$ cat src/rtl/video_timing_pkg.sv
// Shared phase encoding and default 7.14 MHz / 455x262 raster timing
// for the video timing controller.
package video_timing_pkg;

  typedef enum logic [1:0] {
    PH_ACT  = 2'd0,
    PH_FP   = 2'd1,
    PH_SYNC = 2'd2,
    PH_BP   = 2'd3
  } phase_e;

  localparam int DEF_DIV    = 14;

  localparam int DEF_H_ACT  = 256;
  localparam int DEF_H_FP   = 16;
  localparam int DEF_H_SYNC = 32;
  localparam int DEF_H_BP   = 151;

  localparam int DEF_V_ACT  = 224;
  localparam int DEF_V_FP   = 8;
  localparam int DEF_V_SYNC = 4;
  localparam int DEF_V_BP   = 26;

endpackage

$ cat src/rtl/video_phase_fsm.sv
// One raster axis: position counter plus ACT/FP/SYNC/BP phase FSM with
// registered sync and blank outputs. Used for both horizontal and vertical.
module video_phase_fsm
  import video_timing_pkg::*;
#(
  parameter int ACT_LEN  = DEF_H_ACT,
  parameter int FP_LEN   = DEF_H_FP,
  parameter int SYNC_LEN = DEF_H_SYNC,
  parameter int BP_LEN   = DEF_H_BP
) (
  input  logic       clk100,
  input  logic       rst_b,
  input  logic       advance,
  input  logic       clear,
  output logic [8:0] count,
  output logic       wrap,
  output logic       sync_b,
  output logic       blank
);

  localparam logic [8:0] END_ACT  = 9'(ACT_LEN - 1);
  localparam logic [8:0] END_FP   = 9'(ACT_LEN + FP_LEN - 1);
  localparam logic [8:0] END_SYNC = 9'(ACT_LEN + FP_LEN + SYNC_LEN - 1);
  localparam logic [8:0] END_BP   = 9'(ACT_LEN + FP_LEN + SYNC_LEN + BP_LEN - 1);

  phase_e     phase_q, phase_d;
  logic [8:0] count_q, count_d;
  logic       sync_b_q, sync_b_d;
  logic       blank_q, blank_d;

  assign wrap = advance && (count_q == END_BP);

  // clear has priority so a restart never lets the axis step past 0
  always_comb begin
    count_d = count_q;
    phase_d = phase_q;
    if (clear) begin
      count_d = '0;
      phase_d = PH_ACT;
    end else if (advance) begin
      count_d = wrap ? '0 : count_q + 9'd1;
      case (phase_q)
        PH_ACT:  if (count_q == END_ACT)  phase_d = PH_FP;
        PH_FP:   if (count_q == END_FP)   phase_d = PH_SYNC;
        PH_SYNC: if (count_q == END_SYNC) phase_d = PH_BP;
        PH_BP:   if (count_q == END_BP)   phase_d = PH_ACT;
        default: phase_d = PH_ACT;
      endcase
    end
    sync_b_d = (phase_d != PH_SYNC);
    blank_d  = (phase_d != PH_ACT);
  end

  always_ff @(posedge clk100 or negedge rst_b) begin
    if (!rst_b) begin
      count_q  <= '0;
      phase_q  <= PH_ACT;
      sync_b_q <= 1'b1;
      blank_q  <= 1'b0;
    end else begin
      count_q  <= count_d;
      phase_q  <= phase_d;
      sync_b_q <= sync_b_d;
      blank_q  <= blank_d;
    end
  end

  assign count  = count_q;
  assign sync_b = sync_b_q;
  assign blank  = blank_q;

endmodule

$ cat src/rtl/video_timing_ctrl.sv
// Raster timing generator: clk100 pixel divider, restart handling and
// line/frame start markers around two phase FSMs.
module video_timing_ctrl
  import video_timing_pkg::*;
#(
  parameter int DIV    = DEF_DIV,
  parameter int H_ACT  = DEF_H_ACT,
  parameter int H_FP   = DEF_H_FP,
  parameter int H_SYNC = DEF_H_SYNC,
  parameter int H_BP   = DEF_H_BP,
  parameter int V_ACT  = DEF_V_ACT,
  parameter int V_FP   = DEF_V_FP,
  parameter int V_SYNC = DEF_V_SYNC,
  parameter int V_BP   = DEF_V_BP
) (
  input  logic       clk100,
  input  logic       rst_b,
  input  logic       en,
  input  logic       restart,
  output logic       pix_ce,
  output logic [8:0] hcount,
  output logic [8:0] vcount,
  output logic       hsync_b,
  output logic       vsync_b,
  output logic       hblank,
  output logic       vblank,
  output logic       line_start,
  output logic       frame_start
);

  localparam int H_TOTAL = H_ACT + H_FP + H_SYNC + H_BP;
  localparam int V_TOTAL = V_ACT + V_FP + V_SYNC + V_BP;
  localparam logic [7:0] DIV_LAST = 8'(DIV - 1);

  if (DIV < 2 || DIV > 255 || H_TOTAL > 512 || V_TOTAL > 512 ||
      H_ACT < 1 || H_FP < 1 || H_SYNC < 1 || H_BP < 1 ||
      V_ACT < 1 || V_FP < 1 || V_SYNC < 1 || V_BP < 1) begin : g_bad_timing
    $error("video_timing_ctrl: illegal DIV or segment lengths");
  end

  logic [7:0] div_q, div_d;
  logic       pix_ce_q, pix_ce_d;
  logic       line_start_q, line_start_d;
  logic       frame_start_q, frame_start_d;
  logic       advance;
  logic       h_wrap;
  logic       v_wrap;

  // pix_ce_q always mirrors div_q == DIV_LAST, so it doubles as the step qualifier
  assign advance = en && pix_ce_q && !restart;

  always_comb begin
    div_d = div_q;
    if (restart || !en) begin
      div_d = '0;
    end else if (div_q == DIV_LAST) begin
      div_d = '0;
    end else begin
      div_d = div_q + 8'd1;
    end
    pix_ce_d      = (div_d == DIV_LAST);
    line_start_d  = restart || h_wrap;
    frame_start_d = restart || v_wrap;
  end

  always_ff @(posedge clk100 or negedge rst_b) begin
    if (!rst_b) begin
      div_q         <= '0;
      pix_ce_q      <= 1'b0;
      line_start_q  <= 1'b0;
      frame_start_q <= 1'b0;
    end else begin
      div_q         <= div_d;
      pix_ce_q      <= pix_ce_d;
      line_start_q  <= line_start_d;
      frame_start_q <= frame_start_d;
    end
  end

  video_phase_fsm #(
    .ACT_LEN (H_ACT),
    .FP_LEN  (H_FP),
    .SYNC_LEN(H_SYNC),
    .BP_LEN  (H_BP)
  ) u_hfsm (
    .clk100 (clk100),
    .rst_b  (rst_b),
    .advance(advance),
    .clear  (restart),
    .count  (hcount),
    .wrap   (h_wrap),
    .sync_b (hsync_b),
    .blank  (hblank)
  );

  video_phase_fsm #(
    .ACT_LEN (V_ACT),
    .FP_LEN  (V_FP),
    .SYNC_LEN(V_SYNC),
    .BP_LEN  (V_BP)
  ) u_vfsm (
    .clk100 (clk100),
    .rst_b  (rst_b),
    .advance(h_wrap),
    .clear  (restart),
    .count  (vcount),
    .wrap   (v_wrap),
    .sync_b (vsync_b),
    .blank  (vblank)
  );

  assign pix_ce      = pix_ce_q;
  assign line_start  = line_start_q;
  assign frame_start = frame_start_q;

endmodule

$ cat config.mk
export PLATFORM = sky130hd
export DESIGN_NAME = video_timing_ctrl
export DESIGN_NICKNAME = d
export VERILOG_FILES = /design/src/rtl/video_timing_pkg.sv /design/src/rtl/video_phase_fsm.sv /design/src/rtl/video_timing_ctrl.sv
export SDC_FILE = /design/constraint.sdc
export NUM_CORES = 1
export LEC_CHECK = 0
export ABC_CLOCK_PERIOD_IN_PS = 3300
export BUFFER_PORTS_ARGS = -buffer_cell sky130_fd_sc_hd__buf_2
export CORE_MARGIN = 1.5
export CORE_UTILIZATION = 45
export DETAILED_ROUTE_END_ITERATION = 10
export PLACE_DENSITY = 0.65
export SYNTH_ARGS = -nofsm -noshare
export SYNTH_HDL_FRONTEND = slang
export SYNTH_SLANG_ARGS = --single-unit
$ cat constraint.sdc
create_clock -name clk100 -period 3.3 [get_ports clk100]
set_clock_uncertainty 0.2 [all_clocks]
set_input_delay 0.66 -clock clk100 [delete_from_list [all_inputs] [get_ports clk100]]
set_output_delay 0.66 -clock clk100 [all_outputs]
set_load 0.01 [all_outputs]
==> flow_summary_export.csv <==
group,metric,value,unit
timing,relSlewSlack,47.5,%
timing,rsz0062_at_grt,"false",
clock_network,clock_path_buffers,2,
power,p_leak,0.000956,µW
synthesis,ys_ff_latch,37,
global_routing,grt_usage,19.0,%
clock_network,clk_pin_slew,0.08,ns
timing,setup_viol,0,
die,die_x,68.9,µm
timing,hold_violations,0,
global_routing,grt_overflow,0,
placed_design,dpl_cell_area,2150,µm²
clock_network,holdBufCountCts,0,
timing,worst_slew_pin_slew,0.788,ns
timing,drv_slew,0,
critical_path,path_buf_inv,1,
placed_design,dp.final_hpwl,2840,µm
timing,max_freq,401,MHz
clock_network,cts_made_buffers,5,
synthesis,synth-edff-count,0,
worst_hold_path,hold_class,"input pin to asynchronous set/reset pin",
critical_path,rr_endpoint,"u_vfsm.count[8]",
clock_network,cts_tree,"built",
route,first_iter_violations,80,
layout,final_cells,291,
die,die_h,68.9,µm
die,start_util,47.9,%
layout,nets,251,
placed_design,numPortBuffers,28,
synthesis,ys.flop_type,"dfrtp_1",
critical_path,reg2reg_slack,0.80,ns
layout,final_area,2230,µm²
critical_path,reg2regPathDepth,7,
layout,layout_commonest_cell,"dfrtp_1",
die,core-area,4090,µm²
synthesis,synth.avg_cell_area,9.45,µm²
critical_path,rr_startpoint,"u_hfsm.count[0]",
clock_network,cts-resized-gates,0,
synthesis,seq_area_frac_synth,47.4,%
synthesis,synth-async-reset-ratio,100,%
clock_network,post-cts-setup-buffers,0,
global_routing,grt_pass1_vias,1407,
critical_path,cp.required,3.32,ns
clock_network,clkLatencyLatePin,0.29,ns
clock_network,cts_root_buf,"clkbuf_8",
die,rows,23,
route,dr.pass1.iters,4,
layout,nFillCells,384,
layout,layout.cells.most_common_list,"dfrtp_1 (35), nor2_1 (32), buf_2 (28)",
synthesis,synth_area,1960,µm²
timing,fin_crit_sh,75.6,%
layout,syn2layout_area_growth,14.1,%
route,wl,3940,µm
timing,fin_tns_setup,0,ns
placed_design,place_inst,283,
global_routing,antenna_found_initial,0,
layout,antennaDiodeCount,0,
die,ios,29,
critical_path,slowest_stage,"o31ai_4",
global_routing,grt_first_pass_wirelength,6640,µm
critical_path,critPathTopFamily,"simple AND/OR/NAND/NOR gates",
route,drc_errors,0,
critical_path,endpoint_kind,"flip-flop",
placed_design,gp_congestion,0.800,
synthesis,synth_cells,207,
route,vias,1540,
flow_run,cap_violations,0,
synthesis,ys_types,43,
layout,drive_above_1_share,18.7,%
power,power,794,µW
critical_path,start_kind,"flip-flop",
critical_path,cp.arrival,2.51,ns
critical_path,critical_path_class,"flip-flop to flip-flop",
route,wl_per_cell,13.5,µm
critical_path,crit_chain,"inv_1, ha_1, nand4bb_4, o31ai_4, or3b_1, or3_1, a21oi_2",
synthesis,syn_nets,218,
route,final_antenna_net_count,0,
clock_network,htree_levels,2,
outcome,status,"finished, final reports clean",
critical_path,crit_fanout,10,
power,power_density,356,nW/µm²
die,die_area,4750,µm²
global_routing,grt_max_degree,38,
critical_path,cp_slowest_stage_delay,0.45,ns
route,post_drt_via_cell_ratio,5.29,
timing,period_needed,2.50,ns
clock_network,cts_sinks,37,
synthesis,yosysWarnings,0,
power,ir_drop,0.251,mV
==> synth_stat cells (all sizes together), types with 2 or more instances <==
cell | count | area [µm²]
dfrtp | 35 | 876
nor2 | 32 | 120
nand2 | 23 | 86.3
nand3 | 11 | 55.1
o21ai | 11 | 55.1
a21oi | 10 | 53.8
inv | 8 | 30.0
xor2 | 8 | 70.1
ha | 7 | 87.6
xnor2 | 7 | 61.3
nor3 | 6 | 35.0
nand4 | 5 | 31.3
nand2b | 4 | 25.0
nand3b | 4 | 30.0
or3 | 4 | 26.3
nor4 | 3 | 18.8
and2 | 2 | 12.5
and3 | 2 | 12.5
clkbuf | 2 | 8.75
dfstp | 2 | 52.6
nor2b | 2 | 12.5
nor4b | 2 | 17.5
o31ai | 2 | 28.8
==> state kept, by name (all words and copies together), names as in the netlist <==
register	count
u_hfsm.count	9
u_vfsm.count	9
div_q	8
u_hfsm.phase_q	2
u_vfsm.phase_q	2
frame_start	1
line_start	1
pix_ce	1
u_hfsm.blank	1
u_hfsm.sync_b	1
u_vfsm.blank	1
u_vfsm.sync_b	1
==> worst reg2reg max path, delay by kind of cell (launching register included) <==
kind / cells / cell delay (ns)
fa+ha+maj: 1 / 0.19
flops: 1 / 0.43
compound gates: 2 / 0.60
buf+inv: 1 / 0.08
simple gates: 3 / 0.93
==> logic make-up (layout without fill, tap and decap cells) <==
group,after synthesis,in the layout,share of synthesized area [%]
flip-flops,37,37,47.4
AND/OR/NAND/NOR,108,108,29.2
buffers and inverters,11,45,2.56
XOR/XNOR,15,15,6.71
adder cells (fa/ha/maj),7,7,4.48
AO/OA/AOI/OAI,29,29,9.59
==> metal layers <==
layer | global-route usage [%] | part of all wire (%) | vias up
met4 | 5.88 | 1.1 | 0
li1 | - | - | 786
met5 | 0 | 0 | -
met2 | 28.0 | 46 | 24
met3 | 4.87 | 3.3 | 4
met1 | 27.5 | 50 | 726
==> layout make-up <==
class / instances / area (µm²) / area share, %
multi-input combinational: 159 / 978 / 43.8
sequential: 37 / 928 / 41.6
timing repair buffer: 29 / 148 / 6.61
clock buffer: 5 / 68.8 / 3.08
tap: 50 / 62.6 / 2.80
inverter: 8 / 30.0 / 1.34
clock inverter: 3 / 17.5 / 0.784
==> stage by stage <==
step,setup WS [ns],hold slack [ns],util [%]
detailed placement,0.700,0.325,52.5
finish,0.804,0.243,54.7
global route,0.649,0.309,54.7
global placement,0.749,0.323,52.5
floorplan,0.955,0.164,-
CTS,0.784,0.281,54.7
==> worst max path at each step <==
stage	start	end	slack (ns)	depth (start not counted)
3_3_place_gp	en	u_vfsm.count[8]	0.75	6
3_5_place_dp	en	u_vfsm.count[8]	0.70	6
4_1_cts	u_hfsm.count[0]	u_vfsm.count[8]	0.78	7
2_1_floorplan	u_hfsm.count[0]	u_vfsm.count[8]	0.95	7
5_1_grt	u_hfsm.count[0]	u_vfsm.count[8]	0.65	7
6_report	u_hfsm.count[0]	u_vfsm.count[8]	0.80	7
==> power by group <==
part           switching (µW)  leakage, µW  internal (µW)  total, µW
Combinational            21.1     0.000408           5.98       27.1
Sequential               1.72     0.000505            456        457
Clock                     164    0.0000439            146        310
Power figures use the tool's default switching activity.
